## src/rtl/uart_tx.sv

```systemverilog
// uart_tx: serialises one byte per accepted request as a start/8-data/[parity]/stop frame.
// Latency: tx_out falls and busy rises on the accepting edge; done pulses on the edge ending the stop bit.
// Backpressure: tx_start is ignored while busy is high; no queueing, so the requester must wait for idle.
module uart_tx #(
  parameter int CLKS_PER_BIT = 434,
  parameter int PARITY       = 0
) (
  input  logic       clock,
  input  logic       reset,
  input  logic       tx_start,
  input  logic [7:0] Tx,
  output logic       tx_out,
  output logic       busy,
  output logic       done
);

  // Baud counter is at least one bit wide even for the smallest legal bit period.
  localparam int CW = (CLKS_PER_BIT > 1) ? $clog2(CLKS_PER_BIT) : 1;
  localparam logic [CW-1:0] CNT_LAST = CW'(CLKS_PER_BIT - 1);

  typedef enum logic [2:0] {
    IDLE,
    START,
    DATA,
    PAR,
    STOP
  } state_t;

  state_t        state_q;
  logic [CW-1:0] cnt_q;
  logic [2:0]    idx_q;
  logic [7:0]    shift_q;
  logic          par_q;
  logic          tx_q;
  logic          busy_q;
  logic          done_q;

  logic          bit_end_d;
  logic          par_d;
  logic          par_bit_d;

  // A bit period ends on the edge where the counter has reached its last value.
  assign bit_end_d = (cnt_q == CNT_LAST);
  // Accumulator including the data bit currently on the line; used when it completes.
  assign par_d     = par_q ^ shift_q[0];
  assign par_bit_d = (PARITY == 2) ? ~par_d : par_d;

  // Frame sequencer; every output is a register updated here so nothing is combinational from inputs.
  always_ff @(posedge clock) begin
    if (reset) begin
      state_q <= IDLE;
      cnt_q   <= '0;
      idx_q   <= '0;
      shift_q <= '0;
      par_q   <= 1'b0;
      tx_q    <= 1'b1;
      busy_q  <= 1'b0;
      done_q  <= 1'b0;
    end else begin
      done_q <= 1'b0;
      unique case (state_q)
        IDLE: begin
          tx_q   <= 1'b1;
          busy_q <= 1'b0;
          cnt_q  <= '0;
          if (tx_start) begin
            shift_q <= Tx;
            par_q   <= 1'b0;
            idx_q   <= '0;
            tx_q    <= 1'b0;
            busy_q  <= 1'b1;
            state_q <= START;
          end
        end
        START: begin
          if (bit_end_d) begin
            cnt_q   <= '0;
            idx_q   <= '0;
            tx_q    <= shift_q[0];
            state_q <= DATA;
          end else begin
            cnt_q <= cnt_q + 1'b1;
          end
        end
        DATA: begin
          if (bit_end_d) begin
            cnt_q   <= '0;
            par_q   <= par_d;
            shift_q <= {1'b0, shift_q[7:1]};
            if (idx_q == 3'd7) begin
              if (PARITY != 0) begin
                tx_q    <= par_bit_d;
                state_q <= PAR;
              end else begin
                tx_q    <= 1'b1;
                state_q <= STOP;
              end
            end else begin
              idx_q <= idx_q + 3'd1;
              // Next LSB is shift_q[1] because the shift lands on this same edge.
              tx_q  <= shift_q[1];
            end
          end else begin
            cnt_q <= cnt_q + 1'b1;
          end
        end
        PAR: begin
          if (bit_end_d) begin
            cnt_q   <= '0;
            tx_q    <= 1'b1;
            state_q <= STOP;
          end else begin
            cnt_q <= cnt_q + 1'b1;
          end
        end
        STOP: begin
          if (bit_end_d) begin
            cnt_q   <= '0;
            busy_q  <= 1'b0;
            done_q  <= 1'b1;
            state_q <= IDLE;
          end else begin
            cnt_q <= cnt_q + 1'b1;
          end
        end
        default: begin
          state_q <= IDLE;
        end
      endcase
    end
  end

  assign tx_out = tx_q;
  assign busy   = busy_q;
  assign done   = done_q;

endmodule
```

## config.mk

```make
export PLATFORM = sky130hd
export DESIGN_NAME = uart_tx
export DESIGN_NICKNAME = d
export VERILOG_FILES = /design/src/rtl/uart_tx.sv
export SDC_FILE = /design/constraint.sdc
export NUM_CORES = 1
export LEC_CHECK = 0
export BUFFER_PORTS_ARGS = -buffer_cell sky130_fd_sc_hd__buf_2
export CORE_AREA = 2 2 65 67
export DETAILED_ROUTE_END_ITERATION = 10
export DIE_AREA = 0 0 67 69
export PLACE_DENSITY = 0.57
export SYNTH_ARGS = -nofsm -noshare
export SYNTH_HDL_FRONTEND = slang
export SYNTH_SLANG_ARGS = --single-unit
```

## constraint.sdc

```tcl
create_clock -name clock -period 1.87 [get_ports clock]
set_clock_uncertainty 0.05 [all_clocks]
set_input_delay 0.561 -clock clock [delete_from_list [all_inputs] [get_ports clock]]
set_output_delay 0.561 -clock clock [all_outputs]
set_load 0.05 [all_outputs]
```

==> key figures <==
Pwr
  • VDD IR max: 0.3010 mV
  • Pwr dens: 652.5 nW/um^2
  • Static Leakage: 0.6313 nW
  • Pwr Total: ~1.0 mW

Drt
  • Total wire length: 3042 um
  • DRC: 0
  • Avg WL per Cell: roughly 13 um
  • Via count: 1,217
  • 1st-pass router iterations: 4
  • Via density: approximately 5.3
  • DR iter-0 viols: 61
  • Final ANT Viol Nets: 0

Setup path
  • Crit Path Category: flip-flop to flip-flop
  • WP buf/inv: 0
  • Top delay family on crit path: compound AO/OA/AOI/OAI gates
  • Max Fanout on Critical Path: 3
  • CP arrival: 1.91 ns
  • Slowest CP cell: dfxtp_2
  • Crit path launch type: flip-flop
  • Critical Path, Cell by Cell: ha_1 -> ha_2 -> or2_2 -> o2bb2ai_1 -> o31a_1 -> mux2_2
  • Critical Path End Type: flip-flop
  • Max stage delay on crit path: 0.33 ns
  • Critical Path RT: 1.97 ns

Global routing
  • GRT Util Overall: 13.99%
  • Initial antenna violation count: 0
  • Largest net degree at the start of global routing: 14
  • Number of global-route vias before repair: 1,173
  • Grt ovf: 0
  • First-pass GRT wire length: 5175 um

Floorplanning
  • Horiz. Die Dim: approximately 67 um
  • IO Count: 14
  • Starting Density: 34.14%
  • Row count: 23
  • Die Y: around 69 um
  • Die area: 4623 sq um
  • Core Box Area: 3914 sq um

STA
  • Worst-Margin Slew: approximately 0.36 ns
  • Setup TNS: 0 ns
  • Final hold violations: 0
  • Final setup vio count: 0
  • Slew HR: 75.47%
  • RSZ-0062 raised after global routing: yes
  • Max Transition Viols Final: 0
  • Min Tclk post-route: 1.809 ns
  • Period utilization: 96.74%
  • Fmax: 0.5528 GHz

Logic synthesis
  • Synth top area cells: dfxtp_1 39%, nor2_1 5.9%, o221a_2 5.9%
  • Number of synthesized register bits: 26
  • Syn Std Cell Area: approximately 1300 sq um
  • EDFF count, synth: 0
  • Synth cell types: 46
  • Largest area contributor in the netlist: dfxtp_1
  • Most used flip-flop cell after synthesis: dfxtp_1
  • Syn nets: 168
  • Cell count after synthesis: 153
  • Avg Inst Size Synth: 8.734 sq um
  • Seq/Total Area, Yosys: 38.95%
  • Area share of the leading cell type in the synthesized netlist: 38.95%
  • Asr flop ratio synth: 0%
  • Synth Warn #: 0

Clock network
  • Clk Latency, worst-skew pair: 0.27 ns
  • CTS Buf Count: 3
  • CTS tree: built
  • Root Driver: clkbuf_8
  • H-tree levels: 1
  • Sinks on Clock Net: 26
  • Clock Path Buffers: 2
  • Worst-path clk slew: 0.08 ns

Place
  • Gpl congestion: a little over 0.8
  • Port buffer count: 13
  • DP HPWL: 2211 um
  • Placed cell area: 1533 sq um
  • Placed Cells incl. Taps: around 220

Layout
  • Fin cells: between 200 and 250
  • Design Area, Final: 1602 sq um
  • Final-stage net count: 195
  • Share of post-route cells with drive strength above 1: 31.46%
  • Fillers: 411
  • Final core occ: just over 40%
  • # diodes: 0
  • Area grow syn2layout: 19.85%

Run status
  • Outcome: completed

Worst hold path
  • Tightest Hold Check Type: flip-flop to flip-flop

Flow run
  • Max cap viols: 0
per-layer routing:
| layer | global-route usage, % | part of all wire, % | up-vias |
|---|---|---|---|
| met5 | 0 | 0 | - |
| met4 | 3.401 | 0.49 | 0 |
| met3 | 3.915 | 5.5 | 2 |
| met2 | 22.33 | 47 | 34 |
| met1 | 18.44 | 47 | 561 |
| li1 | - | - | 620 |
power by group:
group	switching [mW]	internal, mW	total (mW)	leakage (nW)
combinational	0.0778	0.0637	0.142	0.397
sequential	0.0140	0.576	0.590	0.213
clock	0.170	0.144	0.314	0.0216
synthesized netlist by cell type, types with 4 or more instances:
| library cell | number |
|---|---|
| nand2_1 | 15 |
| inv_1 | 4 |
| nand3_1 | 5 |
| dfxtp_1 | 26 |
| ha_1 | 4 |
| nor2_1 | 21 |
| nor3_1 | 9 |
| a21oi_1 | 6 |
| o221a_2 | 7 |
| clkbuf_1 | 5 |
| o21ai_0 | 6 |
worst register-to-register path: cells and delay by family, from the launching register on:
kind	cells	cell delay [ns]
AO/OA/AOI/OAI	2	0.39
AND/OR/NAND/NOR	1	0.28
flip-flops	1	0.33
adder cells (fa/ha/maj)	2	0.36
multiplexers	1	0.28
kinds of logic (layout without fill, tap and decap cells):
family	Yosys count	after routing	share of synthesized area (%)
and+or+nand+nor	66	66	25.28
muxes	1	1	0.8426
buffers and inverters	14	39	5.243
AOI/OAI and AO/OA	40	40	24.63
adders and majority gates	4	4	3.745
DFF	26	26	38.95
xor gates and xnor gates	2	2	1.311
sequential cells by signal (all words and copies together), names as in the netlist:
signal,count
tx_out,1
busy,1
done,1
shift_q,8
state_q,3
cnt_q,9
idx_q,3
stage by stage:
stage | setup slack [ns] | hold WS [ns]
2_1_floorplan | 0.07029 | 0.4034
3_3_place_gp | -0.07390 | 0.4172
3_5_place_dp | -0.1219 | 0.4300
4_1_cts | 0.008296 | 0.4547
5_1_grt | -0.002865 | 0.4616
6_report | 0.06087 | 0.4543
path summary, 6_finish.rpt:
kind                               start        to  slack (ns)  cells past startpoint
worst max-delay path            idx_q[0]  idx_q[0]        0.06                      6
worst min-delay path            idx_q[1]  idx_q[1]        0.45                      1
worst max register to register  idx_q[0]  idx_q[0]        0.06                      6
worst min register to register  idx_q[1]  idx_q[1]        0.45                      1
cell type report:
| cell class | count | area [sq um] | area share, % |
|---|---|---|---|
| tap | 50 | 62.56 | 3.906 |
| clock buffer | 3 | 41.29 | 2.578 |
| multi-input combinational | 113 | 757.0 | 47.27 |
| inverter | 5 | 18.77 | 1.172 |
| sequential | 26 | 521.8 | 32.58 |
| timing repair buffer | 31 | 200.2 | 12.50 |
layout by cell type, fill, tap and decap left out, types with 2 or more instances in the layout:
master,n
a211oi_1,2
a21oi_1,6
a22o_1,2
a22oi_1,2
buf_2,13
buf_4,18
clkbuf_8,3
dfxtp_1,25
ha_1,3
inv_1,4
nand2_1,15
nand3_1,5
nand4_1,2
nor2_1,21
nor3_1,9
nor3b_1,2
o21a_1,2
o21ai_0,5
o221a_2,7
or2_2,2
what timing repair did:
| action | 4_1_cts | 5_1_grt |
|---|---|---|
| setup endpoints to repair | 0 | 9 |
| endpoints found under the hold margin | 0 | 0 |
| setup buffers | 0 | 2 |
| resized for setup | 0 | 5 |
| hold buffers | 0 | 0 |
Note: power is estimated with default switching activity, not from simulation.
